==> src/rtl/rider_qual_n.sv <==
`default_nettype none
// ============================================================================
// Module   : rider_qual_n
// Purpose  : Rider qualification from a bank of load cells. Sums the left and
//            right halves of the cell bank, registers the total and the signed
//            left-right difference, and runs a small state machine that
//            decides when steering may be enabled. The machine waits for the
//            rider to mount and settle, debounces step-off, and latches a
//            fault when any cell reads full scale.
// Revision : 1.0 - initial release
// ----------------------------------------------------------------------------
// Ports
//   clk          in   1            single clock
//   rst          in   1            synchronous active-high reset
//   ld_vld       in   1            new sample present on ld_cells
//   ld_cells     in   N*LD_W       packed samples, cell i at [i*LD_W +: LD_W]
//   ld_sum       out  SW+1         registered left+right sum
//   ld_cell_diff out  SW+1         registered signed left-right difference
//   en_steer     out  1            steering enable (registered)
//   rider_off    out  1            no rider qualified (IDLE or FAULT)
//   step_off     out  1            one-cycle pulse on step-off
//   fault        out  1            cell saturation fault
//   state        out  2            0=IDLE 1=WAIT 2=STEER_EN 3=FAULT
// ============================================================================
module rider_qual_n #(
  parameter int          NUM_CELLS    = 4,
  parameter int          LD_W         = 12,
  parameter int          FAST_SIM     = 0,
  parameter logic [25:0] SETTLE_CNT   = 26'h3DFD240,
  parameter int          MIN_WEIGHT   = 'h200,
  parameter int          HYST         = 'h020,
  parameter int          STEPOFF_HOLD = 3,
  // Width of one half-bank sum; the total and the difference need one more bit.
  localparam int         SW           = LD_W + $clog2(NUM_CELLS / 2)
) (
  input  logic                      clk,
  input  logic                      rst,
  input  logic                      ld_vld,
  input  logic [NUM_CELLS*LD_W-1:0] ld_cells,
  output logic [SW:0]               ld_sum,
  output logic signed [SW:0]        ld_cell_diff,
  output logic                      en_steer,
  output logic                      rider_off,
  output logic                      step_off,
  output logic                      fault,
  output logic [1:0]                state
);

  // --------------------------------------------------------------------------
  // Constants
  // --------------------------------------------------------------------------
  localparam int          c_half      = NUM_CELLS / 2;
  localparam logic [31:0] c_min_wt    = 32'(MIN_WEIGHT);
  localparam logic [31:0] c_mount_thr = 32'(MIN_WEIGHT + HYST);
  localparam logic [25:0] c_settle    = (FAST_SIM != 0) ? 26'h0007FFF : SETTLE_CNT;
  localparam logic [3:0]  c_hold      = 4'(STEPOFF_HOLD);

  typedef enum logic [1:0] {
    S_IDLE     = 2'd0,
    S_WAIT     = 2'd1,
    S_STEER_EN = 2'd2,
    S_FAULT    = 2'd3
  } state_t;

  // --------------------------------------------------------------------------
  // Signals
  // --------------------------------------------------------------------------
  logic [SW-1:0]               w_left;
  logic [SW-1:0]               w_right;
  logic [SW:0]                 w_sum;
  logic signed [SW:0]          w_diff;

  logic [NUM_CELLS*LD_W-1:0]   r_cells;
  logic [SW:0]                 r_ld_sum;
  logic signed [SW:0]          r_ld_diff;
  logic                        r_samp_new;

  logic [NUM_CELLS-1:0]        w_cell_sat;
  logic                        w_sat;
  logic [SW:0]                 w_abs;
  logic [31:0]                 w_sum32;
  logic                        w_mount;
  logic                        w_low;
  logic                        w_unbal;
  logic                        w_stepoff_diff;

  state_t                      r_state;
  state_t                      w_next;
  logic                        w_tmr_clr;
  logic [25:0]                 r_timer;
  logic [3:0]                  r_low_cnt;
  logic                        r_en_steer;
  logic                        r_step_off;

  // --------------------------------------------------------------------------
  // Half-bank sums. Each half has at most NUM_CELLS/2 cells of LD_W bits, so
  // SW bits hold it exactly; one extra bit holds the total and the signed
  // difference without loss.
  // --------------------------------------------------------------------------
  always_comb begin
    w_left  = '0;
    w_right = '0;
    for (int i = 0; i < c_half; i++) begin
      w_left  = w_left  + SW'(ld_cells[i*LD_W +: LD_W]);
      w_right = w_right + SW'(ld_cells[(i+c_half)*LD_W +: LD_W]);
    end
  end

  assign w_sum  = {1'b0, w_left} + {1'b0, w_right};
  assign w_diff = $signed({1'b0, w_left}) - $signed({1'b0, w_right});

  // --------------------------------------------------------------------------
  // Sample registers: update only when a sample is presented. r_samp_new
  // marks the first cycle the freshly registered values are visible.
  // --------------------------------------------------------------------------
  always_ff @(posedge clk) begin
    if (rst) begin
      r_cells    <= '0;
      r_ld_sum   <= '0;
      r_ld_diff  <= '0;
      r_samp_new <= 1'b0;
    end else begin
      r_samp_new <= ld_vld;
      if (ld_vld) begin
        r_cells   <= ld_cells;
        r_ld_sum  <= w_sum;
        r_ld_diff <= w_diff;
      end
    end
  end

  // --------------------------------------------------------------------------
  // Qualification flags, all derived from the registered sample.
  // --------------------------------------------------------------------------
  for (genvar g = 0; g < NUM_CELLS; g++) begin : g_cell_sat
    assign w_cell_sat[g] = &r_cells[g*LD_W +: LD_W];
  end

  assign w_sat = |w_cell_sat;

  // Magnitude of the difference; the most negative value cannot occur since
  // each half is strictly below 2**SW, so negation never overflows.
  always_comb begin
    w_abs = r_ld_diff[SW] ? $unsigned(-r_ld_diff) : $unsigned(r_ld_diff);
  end

  assign w_sum32        = 32'(r_ld_sum);
  assign w_mount        = (w_sum32 > c_mount_thr);
  assign w_low          = (w_sum32 < c_min_wt);
  assign w_unbal        = (w_abs > (r_ld_sum >> 2));
  assign w_stepoff_diff = (w_abs > (r_ld_sum - (r_ld_sum >> 4)));

  // --------------------------------------------------------------------------
  // State machine: next-state and timer-clear decisions.
  // --------------------------------------------------------------------------
  always_comb begin
    w_next    = r_state;
    w_tmr_clr = 1'b0;
    if (w_sat) begin
      w_next = S_FAULT;
    end else begin
      case (r_state)
        S_IDLE: begin
          if (w_mount) begin
            w_next    = S_WAIT;
            w_tmr_clr = 1'b1;
          end
        end
        S_WAIT: begin
          if (r_low_cnt == c_hold) begin
            w_next = S_IDLE;
          end else if (w_unbal) begin
            // Rider is shifting weight: restart the settle interval.
            w_tmr_clr = 1'b1;
          end else if (r_timer >= c_settle) begin
            w_next = S_STEER_EN;
          end
        end
        S_STEER_EN: begin
          if (r_low_cnt == c_hold) begin
            w_next = S_IDLE;
          end else if (w_stepoff_diff) begin
            // Almost all weight on one side: drop back and re-settle.
            w_next    = S_WAIT;
            w_tmr_clr = 1'b1;
          end
        end
        S_FAULT: begin
          // Saturation is already known clear here; wait for a fresh sample
          // so recovery is based on real data, not the stale faulting one.
          if (r_samp_new) begin
            w_next = S_IDLE;
          end
        end
        default: begin
          w_next = S_IDLE;
        end
      endcase
    end
  end

  always_ff @(posedge clk) begin
    if (rst) begin
      r_state    <= S_IDLE;
      r_en_steer <= 1'b0;
      r_step_off <= 1'b0;
    end else begin
      r_state    <= w_next;
      r_en_steer <= (w_next == S_STEER_EN);
      r_step_off <= (w_next == S_IDLE) &&
                    ((r_state == S_WAIT) || (r_state == S_STEER_EN));
    end
  end

  // --------------------------------------------------------------------------
  // Settle timer: counts only in WAIT and sticks at all-ones.
  // --------------------------------------------------------------------------
  always_ff @(posedge clk) begin
    if (rst) begin
      r_timer <= '0;
    end else if (w_tmr_clr) begin
      r_timer <= '0;
    end else if ((r_state == S_WAIT) && (r_timer != '1)) begin
      r_timer <= r_timer + 26'd1;
    end
  end

  // --------------------------------------------------------------------------
  // Step-off debounce: counts consecutive low samples, saturating at the
  // hold count so the exit condition stays asserted until acted upon.
  // --------------------------------------------------------------------------
  always_ff @(posedge clk) begin
    if (rst) begin
      r_low_cnt <= '0;
    end else if ((r_state == S_IDLE) || (r_state == S_FAULT)) begin
      r_low_cnt <= '0;
    end else if (r_samp_new) begin
      if (!w_low) begin
        r_low_cnt <= '0;
      end else if (r_low_cnt < c_hold) begin
        r_low_cnt <= r_low_cnt + 4'd1;
      end
    end
  end

  // --------------------------------------------------------------------------
  // Outputs
  // --------------------------------------------------------------------------
  assign ld_sum       = r_ld_sum;
  assign ld_cell_diff = r_ld_diff;
  assign en_steer     = r_en_steer;
  assign step_off     = r_step_off;
  assign rider_off    = (r_state == S_IDLE) || (r_state == S_FAULT);
  assign fault        = (r_state == S_FAULT);
  assign state        = r_state;

endmodule
`default_nettype wire

==> config.mk <==
export PLATFORM = sky130hd
export DESIGN_NAME = rider_qual_n
export DESIGN_NICKNAME = d
export VERILOG_FILES = /design/src/rtl/rider_qual_n.sv
export SDC_FILE = /design/constraint.sdc
export NUM_CORES = 1
export LEC_CHECK = 0
export ABC_AREA = 0
export CAP_MARGIN = 20
export CORE_ASPECT_RATIO = 1.2
export CORE_MARGIN = 3
export CORE_UTILIZATION = 60
export CTS_BUF_LIST = sky130_fd_sc_hd__clkbuf_8
export DETAILED_ROUTE_END_ITERATION = 16
export PLACE_DENSITY = 0.84
export SYNTH_ARGS = -nofsm -noshare
export SYNTH_HDL_FRONTEND = slang
export SYNTH_SLANG_ARGS = --single-unit
==> constraint.sdc <==
create_clock -name clk -period 5.5 [get_ports clk]
set_input_delay 1.1 -clock clk [delete_from_list [all_inputs] [get_ports clk]]
set_output_delay 1.1 -clock clk [all_outputs]
set_load 0.01 [all_outputs]
==> impl_metrics.yaml <==
status:
  status: "finished, final reports clean"
synthesis:
  synth_top_cell_area_share_pct: 26.3
  synth_area_leaders: "dfxtp_1, ha_1, mux2i_1, xnor2_1, nor2_1"
  synth_cells: 987
  synth_nets: 1139
  ys_warn_count: 0
  synth_common_cells: "nor2_1, dfxtp_1, ha_1"
  postSynth.asyncResetShare_pct: 0
  syn_area_per_cell_um2: 8.50
  synth-seq-cells: 110
  synth_edf_count: 0
  synth_top_area_cell: "dfxtp_1"
  syn-cell-area_um2: 8390
  seq_area_frac_synth_pct: 26.3
  synth_ff_type: "dfxtp_1"
  synth_cell_types: 72
  yosysMostFrequentCell: "nor2_1"
sta:
  skew_ns: 0.0159
  grt_setup_unrepaired: "no"
  worstMarginPinSlew_ns: 0.906
  setup_tns_ns: 0
  fin_crit_sh_pct: 85.6
  period_minus_slack_ns: 4.71
  hold_viol: 0
  slew_violations: 0
  fmax_ghz: 0.212
  relSlewSlack_pct: 39.0
  worst_slack_ns: 0.793
  finalSetupViolations: 0
placement:
  gp_congestion: 0.907
  dp_slack_ns: 0.452
  post_dp_cell_area_um2: 9260
  place_hpwl_mm: 15.4
  io_buffers: 84
clocking:
  clkTransAtPathRegs_ns: 0.11
  cts.htree.levels: 3
  cts_tree: "done"
  clock-sinks: 110
  cts-buffers-inserted: 9
  cts_setup_buffers: 0
  holdBufCountCts: 0
  ctsResizeCount: 0
  clock_path_buffers: 2
  cts-root-buf: "clkbuf_8"
  clkLatencyLatePin_ns: 0.39
setup_path:
  crit_arrival_ns: 4.98
  cp_cell_sequence: "inv_1 -> ha_1 -> fa_1 -> nor2b_1 -> o21ai_0 -> a21oi_1 -> o21ai_1 -> a21oi_1 -> or4_1 -> nand3_1 -> ha_1 -> o21ai_0 -> o21ai_0 -> a2111oi_0 -> a211oi_1 -> nand2_1 -> a21oi_2 -> buf_4 -> nor3_1"
  crit_path_end_kind: "flop"
  cp.required_ns: 5.78
  cp_max_fo: 26
  worstSetupPathType: "reg2reg"
  crit_buf_inv: 2
  max_stage_delay_ns: 0.65
  slowest_stage: "a211oi_1"
  startpoint_type: "flop"
  path_delay_family: "compound AO/OA/AOI/OAI gates"
  cpMostUsedCell: "o21ai_0"
floorplan:
  rows: 46
  fp.dieH_um: 136
  die_area_um2: 15400
  coreArea_um2: 13500
  die_w_um: 114
  start_util_pct: 62.3
  io_pins: 85
detailed_routing:
  drtPass1Iterations: 4
  via_per_inst: 5.88
  wl_per_cell_um: 15.8
  ant_nets: 0
  vias: 7179
  routed_wl_mm: 19.3
  drc_errors: 0
  drtIter0Drc: 362
global_routing:
  grt_max_degree: 54
  grt_pass1_wl_mm: 32.2
  antenna_found_initial: 0
  overflow: 0
  grt_pass1_vias: 6965
  track_usage_pct: 25.4
layout:
  synthToLayoutAreaGrowth_pct: 12.6
  final_area_um2: 9450
  nFillCells: 1135
  regArea_um2: 2200
  fin_util_pct: 70.1
  multi_input_area_um2: 5750
  antenna_cells: 0
  fin_nets: 1200
  drive_above_1_share_pct: 6.17
power_and_ir_drop:
  ir_worst_vdd_uv: 243
  p_int_mw: 2.05
  p_switching_mw: 1.71
  power_frac_comb_pct: 60.6
  leakagePower_nw: 3.92
  p_seq_share_pct: 26.8
  cellPowerDensity_nw_per_um2: 397
  p_sw_share_pct: 45.5
  clkPwrFrac_pct: 12.6
  total_power_mw: 3.75
run:
  drv_cap: 0
hold_path:
  hold_path.class: "reg2reg"
## final timing paths
kind / depth (start not counted) / slack [ns] / start / endpoint
setup / recovery: 19 / 0.79 / ld_sum[0]$_SDFFE_PP0P_ / r_timer[3]$_SDFFE_PP0P_
hold / removal: 2 / 0.46 / r_low_cnt[1]$_SDFFE_PP0P_ / r_low_cnt[1]$_SDFFE_PP0P_
setup reg to reg: 19 / 0.79 / ld_sum[0]$_SDFFE_PP0P_ / r_timer[3]$_SDFFE_PP0P_
hold reg to reg: 2 / 0.46 / r_low_cnt[1]$_SDFFE_PP0P_ / r_low_cnt[1]$_SDFFE_PP0P_
## power groups by stage
stage	combinational (mW)	sequential [mW]	clock, mW
after global routing	2.55	1.02	0.518
after global placement	2.20	1.02	0
after detailed placement	2.26	1.02	0
final	2.27	1.01	0.472
after CTS	2.27	1.01	0.485
after floorplan	1.72	0.997	0
## cells by family (layout without fill, tap and decap cells)
logic type                 count (synthesis)  count (layout)  share of synthesized area (%)
AOI/OAI and AO/OA                        188             188                           15.2
and+or+nand+nor                          352             352                           22.7
muxes                                     58              58                           6.92
DFF                                      110             110                           26.3
buffers and inverters                     99             165                           5.13
xor gates and xnor gates                  79              79                           8.25
adders and majority gates                101             101                           15.5
## registers in the layout, indices dropped and copies added, names as in the netlist
name,count
r_cells,48
r_timer,26
ld_sum,14
ld_cell_diff,13
r_low_cnt,4
state,2
en_steer,1
r_samp_new,1
step_off,1
## layout make-up
type | count | area share [%]
Multi-Input combinational cell | 778 | 60.9
Sequential cell | 110 | 23.3
Timing Repair Buffer | 88 | 9.14
Inverter | 61 | 2.42
Tap cell | 168 | 2.23
Clock buffer | 10 | 1.46
Clock inverter | 6 | 0.530
## cell usage in the layout (no fill, tap or decap), types with 12 or more instances in the layout
cell type        instances
inv_1                   61
o21ai_0                 31
nand3_1                 18
dfxtp_1                110
a211oi_1                17
xor2_1                  28
nand2_1                 49
ha_1                    96
o31ai_1                 12
xnor2_1                 51
nor2_1                 111
nor2b_1                 13
clkdlybuf4s50_1         82
a21oi_1                 56
nor3_2                  24
mux2i_1                 58
nand4_1                 26
nor3_1                  36
## worst min-delay path, cell delays in order, from the launching register on
cell     delay [ns]
dfxtp_1        0.33
inv_1          0.05
a21oi_1        0.05
## metrics by stage
stage          std cells  hold WS, ns
2_1_floorplan        987        0.424
3_3_place_gp        1205        0.438
3_5_place_dp        1205        0.443
4_1_cts             1221        0.460
5_1_grt             1221        0.493
6_report            1221        0.458
## layer usage
layer	routed length, um	track usage (%)	up-vias
met5	0	0	-
met4	836	12.1	0
met3	830	5.05	41
met2	9630	43.8	147
met1	8010	30.0	3353
li1	-	-	3638
Power figures use the tool's default switching activity.
